## src/rtl/track_sched_pkg.sv

```systemverilog
// Shared types, constants and the saturation helper for the track playback scheduler.
// Latency: none. This file holds only types, constants and a pure function.
// Backpressure: none. Nothing here carries state.
package track_sched_pkg;

  typedef enum logic [2:0] {
    ST_IDLE    = 3'd0,
    ST_CAPTURE = 3'd1,
    ST_READ    = 3'd2,
    ST_GAP     = 3'd3,
    ST_DONE    = 3'd4
  } state_t;

  // Gain is unsigned Q1.7, so 128 is unity.
  localparam int GAIN_FRAC  = 7;
  localparam int GAIN_UNITY = 128;

  // Clamp v to the signed range of a w-bit number.
  function automatic logic signed [63:0] saturate(input logic signed [63:0] v, input int w);
    logic signed [63:0] hi;
    logic signed [63:0] lo;
    hi = (64'sd1 <<< (w - 1)) - 64'sd1;
    lo = -hi - 64'sd1;
    if (v > hi)      return hi;
    else if (v < lo) return lo;
    else             return v;
  endfunction

endpackage

```

## src/rtl/track_playback_scheduler_if.sv

```systemverilog
// FIFO-bank bus between the scheduler and the NUM_TRACKS track FIFOs.
// Latency: none. fifo_wr and fifo_rd are edge-triggered at the FIFO, and fifo_dout is the head of each FIFO.
// Backpressure: none on the bus. Write gating against occupancy happens in the scheduler.
//   master (scheduler): drives fifo_wr and fifo_rd, receives fifo_dout (track 0 in the LSBs)
//   slave  (FIFO bank): receives fifo_wr and fifo_rd, drives fifo_dout
interface track_playback_scheduler_if #(
  parameter int NUM_TRACKS = 4,
  parameter int WIDTH      = 16
);
  logic [NUM_TRACKS-1:0]       fifo_wr;
  logic [NUM_TRACKS-1:0]       fifo_rd;
  logic [NUM_TRACKS*WIDTH-1:0] fifo_dout;

  modport master (output fifo_wr, output fifo_rd, input fifo_dout);
  modport slave  (input fifo_wr, input fifo_rd, output fifo_dout);
endinterface

```

## src/rtl/track_playback_scheduler_level_counter.sv

```systemverilog
// Per-track occupancy tracker. It gates writes against full and keeps the level, the read-safe avail count and the overflow flag.
// Latency: fifo_wr_o is combinational from wr_req_i. level_o updates 1 cycle after an event. avail_o sees increments 2 cycles after level_o.
// Backpressure: a write to a full track is dropped (fifo_wr_o stays low) and sets the sticky overflow_o.
//   in : clk, rst, wr_req_i, rd_i (read-advance pulse), clear_flags_i
//   out: fifo_wr_o, level_o, avail_o, full_o, empty_o, overflow_o
module track_level_counter #(
  parameter  int DEPTH = 512,
  localparam int LW    = $clog2(DEPTH)
) (
  input  logic          clk,
  input  logic          rst,
  input  logic          wr_req_i,
  input  logic          rd_i,
  input  logic          clear_flags_i,
  output logic          fifo_wr_o,
  output logic [LW-1:0] level_o,
  output logic [LW-1:0] avail_o,
  output logic          full_o,
  output logic          empty_o,
  output logic          overflow_o
);
  import track_sched_pkg::*;

  logic          wr_prev_q, wr_prev_d;
  logic [1:0]    inc_dly_q, inc_dly_d;
  logic [LW-1:0] level_q, level_d;
  logic [LW-1:0] avail_q, avail_d;
  logic          overflow_q, overflow_d;
  logic          wr_edge;

  assign full_o    = (level_q == LW'(DEPTH - 1));
  assign empty_o   = (level_q == '0);
  assign fifo_wr_o = wr_req_i & ~full_o;
  // The FIFO captures on the rising edge of its wr, so a held request is one sample.
  assign wr_edge   = fifo_wr_o & ~wr_prev_q;

  always_comb begin
    wr_prev_d  = fifo_wr_o;
    inc_dly_d  = {inc_dly_q[0], wr_edge};
    level_d    = level_q + LW'(wr_edge) - LW'(rd_i);
    // avail counts a write only after the FIFO head has had time to show it,
    // but counts reads at once so the scheduler never double-reads.
    avail_d    = avail_q + LW'(inc_dly_q[1]) - LW'(rd_i);
    overflow_d = (overflow_q & ~clear_flags_i) | (wr_req_i & full_o);
  end

  always_ff @(posedge clk) begin
    if (rst) begin
      wr_prev_q  <= 1'b0;
      inc_dly_q  <= '0;
      level_q    <= '0;
      avail_q    <= '0;
      overflow_q <= 1'b0;
    end else begin
      wr_prev_q  <= wr_prev_d;
      inc_dly_q  <= inc_dly_d;
      level_q    <= level_d;
      avail_q    <= avail_d;
      overflow_q <= overflow_d;
    end
  end

  assign level_o    = level_q;
  assign avail_o    = avail_q;
  assign overflow_o = overflow_q;

endmodule

```

## src/rtl/track_playback_scheduler.sv

```systemverilog
// Track FIFO access controller and per-tick mixer. It walks the tracks on each sample_tick, reads their heads, applies gain and mute, and emits a saturated sum.
// Latency: mix_valid is high 2+3*NUM_TRACKS cycles after sample_tick. fifo_wr is combinational from wr_req.
// Backpressure: none downstream. A tick that arrives while busy is dropped and sets tick_missed. Writes to a full track are dropped and set overflow.
//   in : clk, rst, sample_tick, wr_req, gain, mute, clear_flags, fifo_bus.fifo_dout
//   out: fifo_bus.fifo_wr/fifo_rd, level, full, empty, underrun, overflow, tick_missed, mix_out, mix_valid, busy
module track_playback_scheduler
  import track_sched_pkg::*;
#(
  parameter int NUM_TRACKS = 4,
  parameter int WIDTH      = 16,
  parameter int DEPTH      = 512,
  parameter int GAIN_WIDTH = 8
) (
  input  logic                                clk,
  input  logic                                rst,
  input  logic                                sample_tick,
  input  logic [NUM_TRACKS-1:0]               wr_req,
  track_playback_scheduler_if.master          fifo_bus,
  input  logic [NUM_TRACKS*GAIN_WIDTH-1:0]    gain,
  input  logic [NUM_TRACKS-1:0]               mute,
  input  logic                                clear_flags,
  output logic [NUM_TRACKS*$clog2(DEPTH)-1:0] level,
  output logic [NUM_TRACKS-1:0]               full,
  output logic [NUM_TRACKS-1:0]               empty,
  output logic [NUM_TRACKS-1:0]               underrun,
  output logic [NUM_TRACKS-1:0]               overflow,
  output logic                                tick_missed,
  output logic signed [WIDTH-1:0]             mix_out,
  output logic                                mix_valid,
  output logic                                busy
);

  localparam int LW = $clog2(DEPTH);
  localparam int IW = (NUM_TRACKS > 1) ? $clog2(NUM_TRACKS) : 1;
  localparam int PW = WIDTH + GAIN_WIDTH + 1;
  localparam int AW = WIDTH + GAIN_WIDTH + $clog2(NUM_TRACKS);
  localparam logic [IW-1:0] LAST_IDX = IW'(NUM_TRACKS - 1);

  state_t                  state_q, state_d;
  logic [IW-1:0]           idx_q, idx_d;
  logic signed [AW-1:0]    acc_q, acc_d;
  logic signed [PW-1:0]    contrib_q, contrib_d;
  logic                    present_q, present_d;
  logic [NUM_TRACKS-1:0]   underrun_q, underrun_d;
  logic                    tick_missed_q, tick_missed_d;
  logic signed [WIDTH-1:0] mix_out_q, mix_out_d;
  logic                    mix_valid_q, mix_valid_d;

  logic [NUM_TRACKS-1:0]   wr_vec;
  logic [NUM_TRACKS-1:0]   rd_vec;
  logic [LW-1:0]           avail [NUM_TRACKS];

  logic [WIDTH-1:0]        sample;
  logic [GAIN_WIDTH-1:0]   gain_cur;
  logic signed [PW-1:0]    prod;
  logic signed [PW-1:0]    scaled;

  for (genvar k = 0; k < NUM_TRACKS; k++) begin : g_trk
    track_level_counter #(.DEPTH(DEPTH)) u_cnt (
      .clk           (clk),
      .rst           (rst),
      .wr_req_i      (wr_req[k]),
      .rd_i          (rd_vec[k]),
      .clear_flags_i (clear_flags),
      .fifo_wr_o     (wr_vec[k]),
      .level_o       (level[k*LW +: LW]),
      .avail_o       (avail[k]),
      .full_o        (full[k]),
      .empty_o       (empty[k]),
      .overflow_o    (overflow[k])
    );
  end

  assign fifo_bus.fifo_wr = wr_vec;
  assign fifo_bus.fifo_rd = rd_vec;

  // Gain is unsigned, so zero-extend it before the signed multiply.
  assign sample   = fifo_bus.fifo_dout[idx_q*WIDTH +: WIDTH];
  assign gain_cur = gain[idx_q*GAIN_WIDTH +: GAIN_WIDTH];
  assign prod     = $signed({{(PW-WIDTH){sample[WIDTH-1]}}, sample}) *
                    $signed({{(PW-GAIN_WIDTH){1'b0}}, gain_cur});
  assign scaled   = prod >>> GAIN_FRAC;

  // The read pulse comes from registered state, so it is one clean cycle per track.
  always_comb begin
    rd_vec = '0;
    if (state_q == ST_READ && present_q) rd_vec[idx_q] = 1'b1;
  end

  always_comb begin
    state_d       = state_q;
    idx_d         = idx_q;
    acc_d         = acc_q;
    contrib_d     = contrib_q;
    present_d     = present_q;
    underrun_d    = underrun_q & ~{NUM_TRACKS{clear_flags}};
    tick_missed_d = tick_missed_q & ~clear_flags;
    mix_out_d     = mix_out_q;
    mix_valid_d   = 1'b0;

    if (sample_tick && state_q != ST_IDLE) tick_missed_d = 1'b1;

    case (state_q)
      ST_IDLE: begin
        if (sample_tick) begin
          state_d = ST_CAPTURE;
          idx_d   = '0;
          acc_d   = '0;
        end
      end
      // Capture the scaled head sample rather than the raw sample. Gain and mute are
      // only looked at here.
      ST_CAPTURE: begin
        present_d = (avail[idx_q] != '0);
        if (!present_d) begin
          contrib_d           = '0;
          underrun_d[idx_q]   = 1'b1;
        end else if (mute[idx_q]) begin
          contrib_d = '0;
        end else begin
          contrib_d = scaled;
        end
        state_d = ST_READ;
      end
      ST_READ: begin
        acc_d   = acc_q + AW'(contrib_q);
        state_d = ST_GAP;
      end
      // GAP exists so that fifo_rd drops low between consecutive reads.
      ST_GAP: begin
        if (idx_q == LAST_IDX) begin
          state_d = ST_DONE;
        end else begin
          idx_d   = idx_q + IW'(1);
          state_d = ST_CAPTURE;
        end
      end
      ST_DONE: begin
        mix_out_d   = WIDTH'(saturate(64'(acc_q), WIDTH));
        mix_valid_d = 1'b1;
        state_d     = ST_IDLE;
      end
      default: state_d = ST_IDLE;
    endcase
  end

  always_ff @(posedge clk) begin
    if (rst) begin
      state_q       <= ST_IDLE;
      idx_q         <= '0;
      acc_q         <= '0;
      contrib_q     <= '0;
      present_q     <= 1'b0;
      underrun_q    <= '0;
      tick_missed_q <= 1'b0;
      mix_out_q     <= '0;
      mix_valid_q   <= 1'b0;
    end else begin
      state_q       <= state_d;
      idx_q         <= idx_d;
      acc_q         <= acc_d;
      contrib_q     <= contrib_d;
      present_q     <= present_d;
      underrun_q    <= underrun_d;
      tick_missed_q <= tick_missed_d;
      mix_out_q     <= mix_out_d;
      mix_valid_q   <= mix_valid_d;
    end
  end

  assign underrun    = underrun_q;
  assign tick_missed = tick_missed_q;
  assign mix_out     = mix_out_q;
  assign mix_valid   = mix_valid_q;
  assign busy        = (state_q != ST_IDLE);

endmodule

```

## src/flat_wrapper.sv

```systemverilog
// flat-port wrapper written by rule: the top's interface ports become plain ports
module track_playback_scheduler_flat import track_sched_pkg::*;
#(
  parameter int NUM_TRACKS = 4,
  parameter int WIDTH      = 16,
  parameter int DEPTH      = 512,
  parameter int GAIN_WIDTH = 8
)
  (clk, rst, sample_tick, wr_req, gain, mute, clear_flags, level, full, empty, underrun, overflow, tick_missed, mix_out, mix_valid, busy, fifo_bus_fifo_wr, fifo_bus_fifo_rd, fifo_bus_fifo_dout);
  track_playback_scheduler_if #(.NUM_TRACKS(NUM_TRACKS), .WIDTH(WIDTH)) fifo_bus_i ();
  input  logic clk;
  input  logic rst;
  input  logic sample_tick;
  input  logic [NUM_TRACKS-1:0] wr_req;
  input  logic [NUM_TRACKS*GAIN_WIDTH-1:0] gain;
  input  logic [NUM_TRACKS-1:0] mute;
  input  logic clear_flags;
  output logic [NUM_TRACKS*$clog2(DEPTH)-1:0] level;
  output logic [NUM_TRACKS-1:0] full;
  output logic [NUM_TRACKS-1:0] empty;
  output logic [NUM_TRACKS-1:0] underrun;
  output logic [NUM_TRACKS-1:0] overflow;
  output logic tick_missed;
  output logic signed [WIDTH-1:0] mix_out;
  output logic mix_valid;
  output logic busy;
  output wire logic [$bits(fifo_bus_i.fifo_wr)-1:0] fifo_bus_fifo_wr;
  output wire logic [$bits(fifo_bus_i.fifo_rd)-1:0] fifo_bus_fifo_rd;
  input wire logic [$bits(fifo_bus_i.fifo_dout)-1:0] fifo_bus_fifo_dout;
  assign fifo_bus_fifo_wr = fifo_bus_i.fifo_wr;
  assign fifo_bus_fifo_rd = fifo_bus_i.fifo_rd;
  assign fifo_bus_i.fifo_dout = fifo_bus_fifo_dout;
  track_playback_scheduler #(.NUM_TRACKS(NUM_TRACKS), .WIDTH(WIDTH), .DEPTH(DEPTH), .GAIN_WIDTH(GAIN_WIDTH)) u_core (.clk(clk), .rst(rst), .sample_tick(sample_tick), .wr_req(wr_req), .fifo_bus(fifo_bus_i), .gain(gain), .mute(mute), .clear_flags(clear_flags), .level(level), .full(full), .empty(empty), .underrun(underrun), .overflow(overflow), .tick_missed(tick_missed), .mix_out(mix_out), .mix_valid(mix_valid), .busy(busy));
endmodule
```

## config.mk

```make
export PLATFORM = sky130hd
export DESIGN_NAME = track_playback_scheduler_flat
export DESIGN_NICKNAME = d
export VERILOG_FILES = /design/src/rtl/track_sched_pkg.sv /design/src/rtl/track_playback_scheduler_if.sv /design/src/rtl/track_playback_scheduler_level_counter.sv /design/src/rtl/track_playback_scheduler.sv /design/src/flat_wrapper.sv
export SDC_FILE = /design/constraint.sdc
export NUM_CORES = 1
export LEC_CHECK = 0
export ABC_AREA = 1
export CELL_PAD_IN_SITES_DETAIL_PLACEMENT = 1
export CELL_PAD_IN_SITES_GLOBAL_PLACEMENT = 2
export CORE_MARGIN = 2
export CORE_UTILIZATION = 35
export DETAILED_ROUTE_END_ITERATION = 8
export PLACE_DENSITY_LB_ADDON = 0.1
export SLEW_MARGIN = 10
export SYNTH_ARGS = -nofsm -noshare
export SYNTH_HDL_FRONTEND = slang
export SYNTH_SLANG_ARGS = --single-unit
export TNS_END_PERCENT = 1
```

## constraint.sdc

```tcl
create_clock -name clk -period 9.51 [get_ports clk]
set_input_delay 1.902 -clock clk [delete_from_list [all_inputs] [get_ports clk]]
set_output_delay 1.902 -clock clk [all_outputs]
set_load 0.02 [all_outputs]
```

# Word level (Yosys, flattened, before mapping)
# Index checks and enable logic that the tools add are counted.
[op_classes]
add_sub_neg = 18
multipliers = 1
n_div = 0
n_lt_le_gt_ge = 5
eq_ne = 11
shifts = 2
muxes = 24
bitwise_logic = 34
reduce_logical = 14
[ops]
columns = ["cell", "count"]
rows = [
  ["$add 9x1->9", 8],
  ["$sub 9x1->9", 8],
  ["$shiftx 64x7->16", 1],
  ["$pmux 26 s2", 1],
  ["$mux 25", 2],
  ["$eq 9x9->1 const B", 4],
  ["$logic_not 9->1", 4],
  ["$mux 16", 2],
  ["$shiftx 32x6->8", 1],
  ["$add 26x25->26", 1],
  ["$gt 26x16->1 const B", 1],
  ["$lt 26x16->1 const B", 1],
  ["$mux 26", 1],
  ["$mul 16x9->25", 1],
  ["$bmux 9 s2", 1],
  ["$mux 9", 2],
  ["$and 1x1->1", 17],
  ["$mux 4", 3],
  ["$pmux 3 s4", 1],
  ["$not 1->1", 9],
  ["$reduce_bool 9->1", 1],
  ["$eq 3x2->1 const B", 2],
  ["$mux 3", 2],
  ["$and 4x4->4", 1],
  ["other kinds (23)", 34],
]
[word_totals]
register_bits = 167
latch_bits = 0
ram_bits = 0
rom_bits = 0
in_bits = 108
out_inout_bits = 79
elab_cells = 138
n_memories = 0

# Logic depth before layout (Yosys ltp)
[depth]
word_depth = 7
depth_mapped = 30
ltp_nobuf = 27

# Hierarchy
# A second synthesis with hierarchy kept.
[unflattened]
cells_unflattened = 2314
area_unflattened_um2 = 15965.3
[modules_own_cells]
columns = ["module", "instances", "cells_each", "area_per_inst_um2", "seq_area_each_um2"]
rows = [
  ["track_playback_scheduler", 1, 1386, 9684.3, 1441.4],
  ["track_level_counter", 4, 232, 1570.3, 440.4],
]

# Worst setup path before layout
# Ideal clock, no wire load.
[synth_path]
kind = "in2reg"
startpoint = "input gain[28]"
endpoint = "register u_core.contrib_q[16]"
setup_ps = 132
arrival_ps = 6307
required_ps = 9378
path_slack_ps = 3071
path_stages = 20
n_path_buf = 1
path_cell_list = "a21oi_1 > a32oi_1 > inv_1 > clkbuf_1 > nor2_1 > fa_1 > inv_1 > fa_1 > inv_1 > fa_1 > inv_1 > fa_1 > inv_1 > ha_1 > a21oi_1 > nor3_1 > a2111oi_0 > nand3_1 > nand3_1 > a21oi_1"
[synth_via]
elab_chain_len = 4
[synth_lines]
columns = ["item", "line_no", "rtl"]
rows = [
  ["from (decl)", "flat_wrapper.sv:15", "input logic [NUM_TRACKS*GAIN_WIDTH-1:0] gain;"],
  ["$shiftx 32x6->8", "track_playback_scheduler.sv:79", "assign gain_cur = gain[idx_q*GAIN_WIDTH +: GAIN_WIDTH];"],
  ["$mul 16x9->25", "track_playback_scheduler.sv:80", "assign prod = $signed({{(PW-WIDTH){sample[WIDTH-1]}}, sample}) *"],
  ["$mux 25", "track_playback_scheduler.sv:118", "end else if (mute[idx_q]) begin"],
  ["$mux 25", "track_playback_scheduler.sv:115", "if (!present_d) begin"],
  ["to (signal assigned)", "track_playback_scheduler.sv:162", "contrib_q <= contrib_d;"],
  ["to (decl)", "track_playback_scheduler.sv:42", "logic signed [PW-1:0] contrib_q, contrib_d;"],
]
# No other way between the ends.
# A chain may end at the register's enable or synchronous reset.

# Worst setup path in the final report
[layout_path]
startpoint = "input gain[11]"
endpoint = "register u_core.contrib_q[16]"
# The elaborated chain is that of the path after synthesis.

==> impl_metrics.py <==
metrics = {
    "critical_path": {
        "cp_max_fo": 13,
        "reg2regPathDepth": 24,
        "max_stage_delay_ns": 0.56,
        "cp-start-kind": "primary input",
        "startpoint": "gain[11]",
        "critPathKind": "primary input to flop",
        "crit_path_cell_trace": "clkdlybuf4s50_1 -> nand2_1 -> a32oi_1 -> inv_1 -> nor2_1 -> inv_1 -> fa_1 -> inv_1 -> fa_1 -> fa_1 -> inv_1 -> fa_1 -> inv_1 -> ha_1 -> nand2_1 -> nor2_1 -> nor2_1 -> nor2_1 -> a2111oi_0 -> nand2_1 -> nand2_1 -> nand3_1 -> a21oi_1",
        "cp.required_ns": 9.89,
        "worst-path-buf-inv": 6,
        "crit_top_cell": "inv_1",
        "cpMaxStageDelayCell": "a32oi_1",
        "end_kind": "flop",
        "crit_cells": 23,
        "path_delay_family": "adder cells",
        "critPathArrivalTime_ns": 7.69,
        "r2r_start": "u_core.idx_q[1]",
    },
    "clock_network": {
        "clk_path_buf_depth": 2,
        "clock_latency_ns": 0.46,
        "cts_hold_buf": 0,
        "cts_sinks": 160,
        "post_cts_buffers": 0,
        "cts_buffers": 17,
        "root_buffer": "clkbuf_16",
        "cts.reportedPaths.clkPinSlew_ns": 0.07,
        "h-tree-depth": 4,
        "cts-resized-gates": 0,
        "cts_tree": "yes",
    },
    "synth": {
        "yosysWarnings": 0,
        "syn_nets": 2470,
        "seq_area_frac_synth": 0.215,
        "syn_avg_cell_area_um2": 7.17,
        "synthCells": 2081,
        "ys_ff_latch": 160,
        "synth_cell_types": 54,
        "netlist_area_mm2": 0.0149,
    },
    "sta": {
        "skew_ns": 0.0145,
        "tightest_slew_ns": 1.14,
        "fin_crit_ns": 7.31,
        "rsz0062_at_grt": "false",
        "slew_headroom": 0.235,
        "fin_crit_sh": 0.769,
        "drv_slew": 0,
        "max_freq_mhz": 137,
        "tns_ns": 0,
        "finalSetupViolations": 0,
        "final-hold-violation-count": 0,
        "holdWs_ns": 0.407,
    },
    "cells_and_area": {
        "final_cell_mix": "nand2_1, inv_1, nor2_1",
        "final_common_cell": "nand2_1",
        "insertedDiodeCount": 0,
        "nNetsFinal": 2611,
        "drive_above_1_share": 0.0362,
        "synthToLayoutAreaGrowth_pct": 18.5,
    },
    "grt": {
        "grt_max_degree": 68,
        "met2_usage": 0.375,
        "grt.busiest_layer": "met2",
        "grt_pass1_wl_mm": 73.3,
        "grtUsageMet1": 0.260,
        "met3_usage": 0.0256,
        "antenna_found_initial": 0,
        "grt_pass1_vias": 14716,
        "grtUsageTotal": 0.206,
        "grt_overflow": 0,
    },
    "min_path": {
        "whs_path_depth": 2,
        "hold_start": "u_core.g_trk[0].u_cnt.inc_dly_q[0]",
        "hold_path.class": "flop to flop",
    },
    "floorplan": {
        "floorplan.initialDensity": 0.355,
        "fp-row-count": 75,
        "die_h_um": 211,
        "dieArea_mm2": 0.0443,
        "die_w_um": 211,
        "ioPinCount": 187,
        "core_area_mm2": 0.0420,
    },
    "routing": {
        "vias": 13719,
        "first_pass_iters": 5,
        "wirelength_mm": 43.6,
        "drc_errors": 0,
        "initialDrtViolationCount": 459,
        "wl_per_cell_um": 15.7,
        "vias_per_cell": 4.95,
        "ant_nets": 0,
    },
    "place": {
        "dp_hpwl_mm": 35.3,
        "gp_congestion": 0.817,
        "portBuffers": 186,
    },
    "job": {
        "cap_violations": 0,
    },
    "outcome": {
        "status": "completed",
    },
}
-- cells in the mapped netlist (all sizes together) --
cell,number,share of area
o221ai,1,0.00059
nor2,283,0.072
o21bai,12,0.0060
a21o,4,0.0020
a32oi,17,0.010
nand3b,4,0.0020
nor4,8,0.0034
buf,42,0.021
and2,1,0.00059
xor2,10,0.0059
clkinv,2,0.00050
a21boi,2,0.0010
o211ai,1,0.00050
o32ai,1,0.00059
o21a,3,0.0015
ha,171,0.14
a32o,1,0.00067
a221oi,1,0.00059
inv,361,0.091
a211oi,2,0.0010
a2111oi,1,0.00059
nand4,22,0.0092
a21oi,218,0.073
a31oi,4,0.0017
xnor2,5,0.0029
or2,19,0.0080
o21ai,112,0.038
nor3,41,0.014
nand2,376,0.097
o22ai,3,0.0013
fa,110,0.15
dfxtp,160,0.21
o2111ai,1,0.00059
clkbuf,30,0.0075
nand3,52,0.019
-- cells by family after synthesis --
logic type,share of synthesized area
simple gates,0.225
buf+inv,0.120
compound gates,0.140
fa+ha+maj,0.291
flops,0.215
xor+xnor,0.00880
-- final cells by class --
type / count / area (um2)
clock buffers: 19 / 453
fillers: 5314 / 24300
inverters: 363 / 1370
multi-input cells: 1486 / 9940
well taps: 539 / 674
clock inverters: 13 / 135
flip-flops and latches: 160 / 3200
repair buffers: 194 / 1920
-- state kept, by name, summed over array words and instances, names as in the netlist --
signal / cells
u_core.g_trk.u_cnt.avail_o: 36
u_core.g_trk.u_cnt.level_o: 36
u_core.acc_q: 26
u_core.contrib_q: 18
u_core.mix_out: 16
u_core.g_trk.u_cnt.inc_dly_q: 8
u_core.g_trk.u_cnt.overflow_o: 4
u_core.g_trk.u_cnt.wr_prev_q: 4
u_core.underrun: 4
u_core.state_q: 3
u_core.idx_q: 2
u_core.mix_valid: 1
u_core.present_q: 1
u_core.tick_missed: 1
-- worst min-delay path, delay by kind of cell (launching register included) --
kind	cells	cell delay [ns]
flops	1	0.30
simple gates	1	0.03
buf+inv	1	0.04
-- through the flow --
step | setup slack [ns] | cells | instance area, um2 | util
floorplan | 3.07 | 2081 | 14900 | -
global placement | 1.68 | 2742 | 17100 | 0.407
detailed placement | 1.58 | 2742 | 17100 | 0.407
CTS | 2.07 | 2774 | 17700 | 0.421
global route | 1.50 | 2774 | 17700 | 0.421
finish | 2.20 | 2774 | 17700 | 0.421
-- routing by layer --
metal | vias up | part of all wire
met4 | 0 | 0.012
met3 | 32 | 0.019
li1 | 6896 | -
met5 | - | 0
met2 | 111 | 0.50
met1 | 6680 | 0.47
-- worst paths after layout --
| check | endpoint | slack (ns) |
|---|---|---|
| worst max register to register | u_core.contrib_q[16] | 3.05 |
| worst min-delay path | u_core.g_trk[0].u_cnt.inc_dly_q[1] | 0.41 |
| worst min register to register | u_core.g_trk[0].u_cnt.inc_dly_q[1] | 0.41 |
| worst max-delay path | u_core.contrib_q[16] | 2.20 |
Power is not shown: default switching activity piles up to over one toggle a cycle in this logic, so the estimate is an artifact.
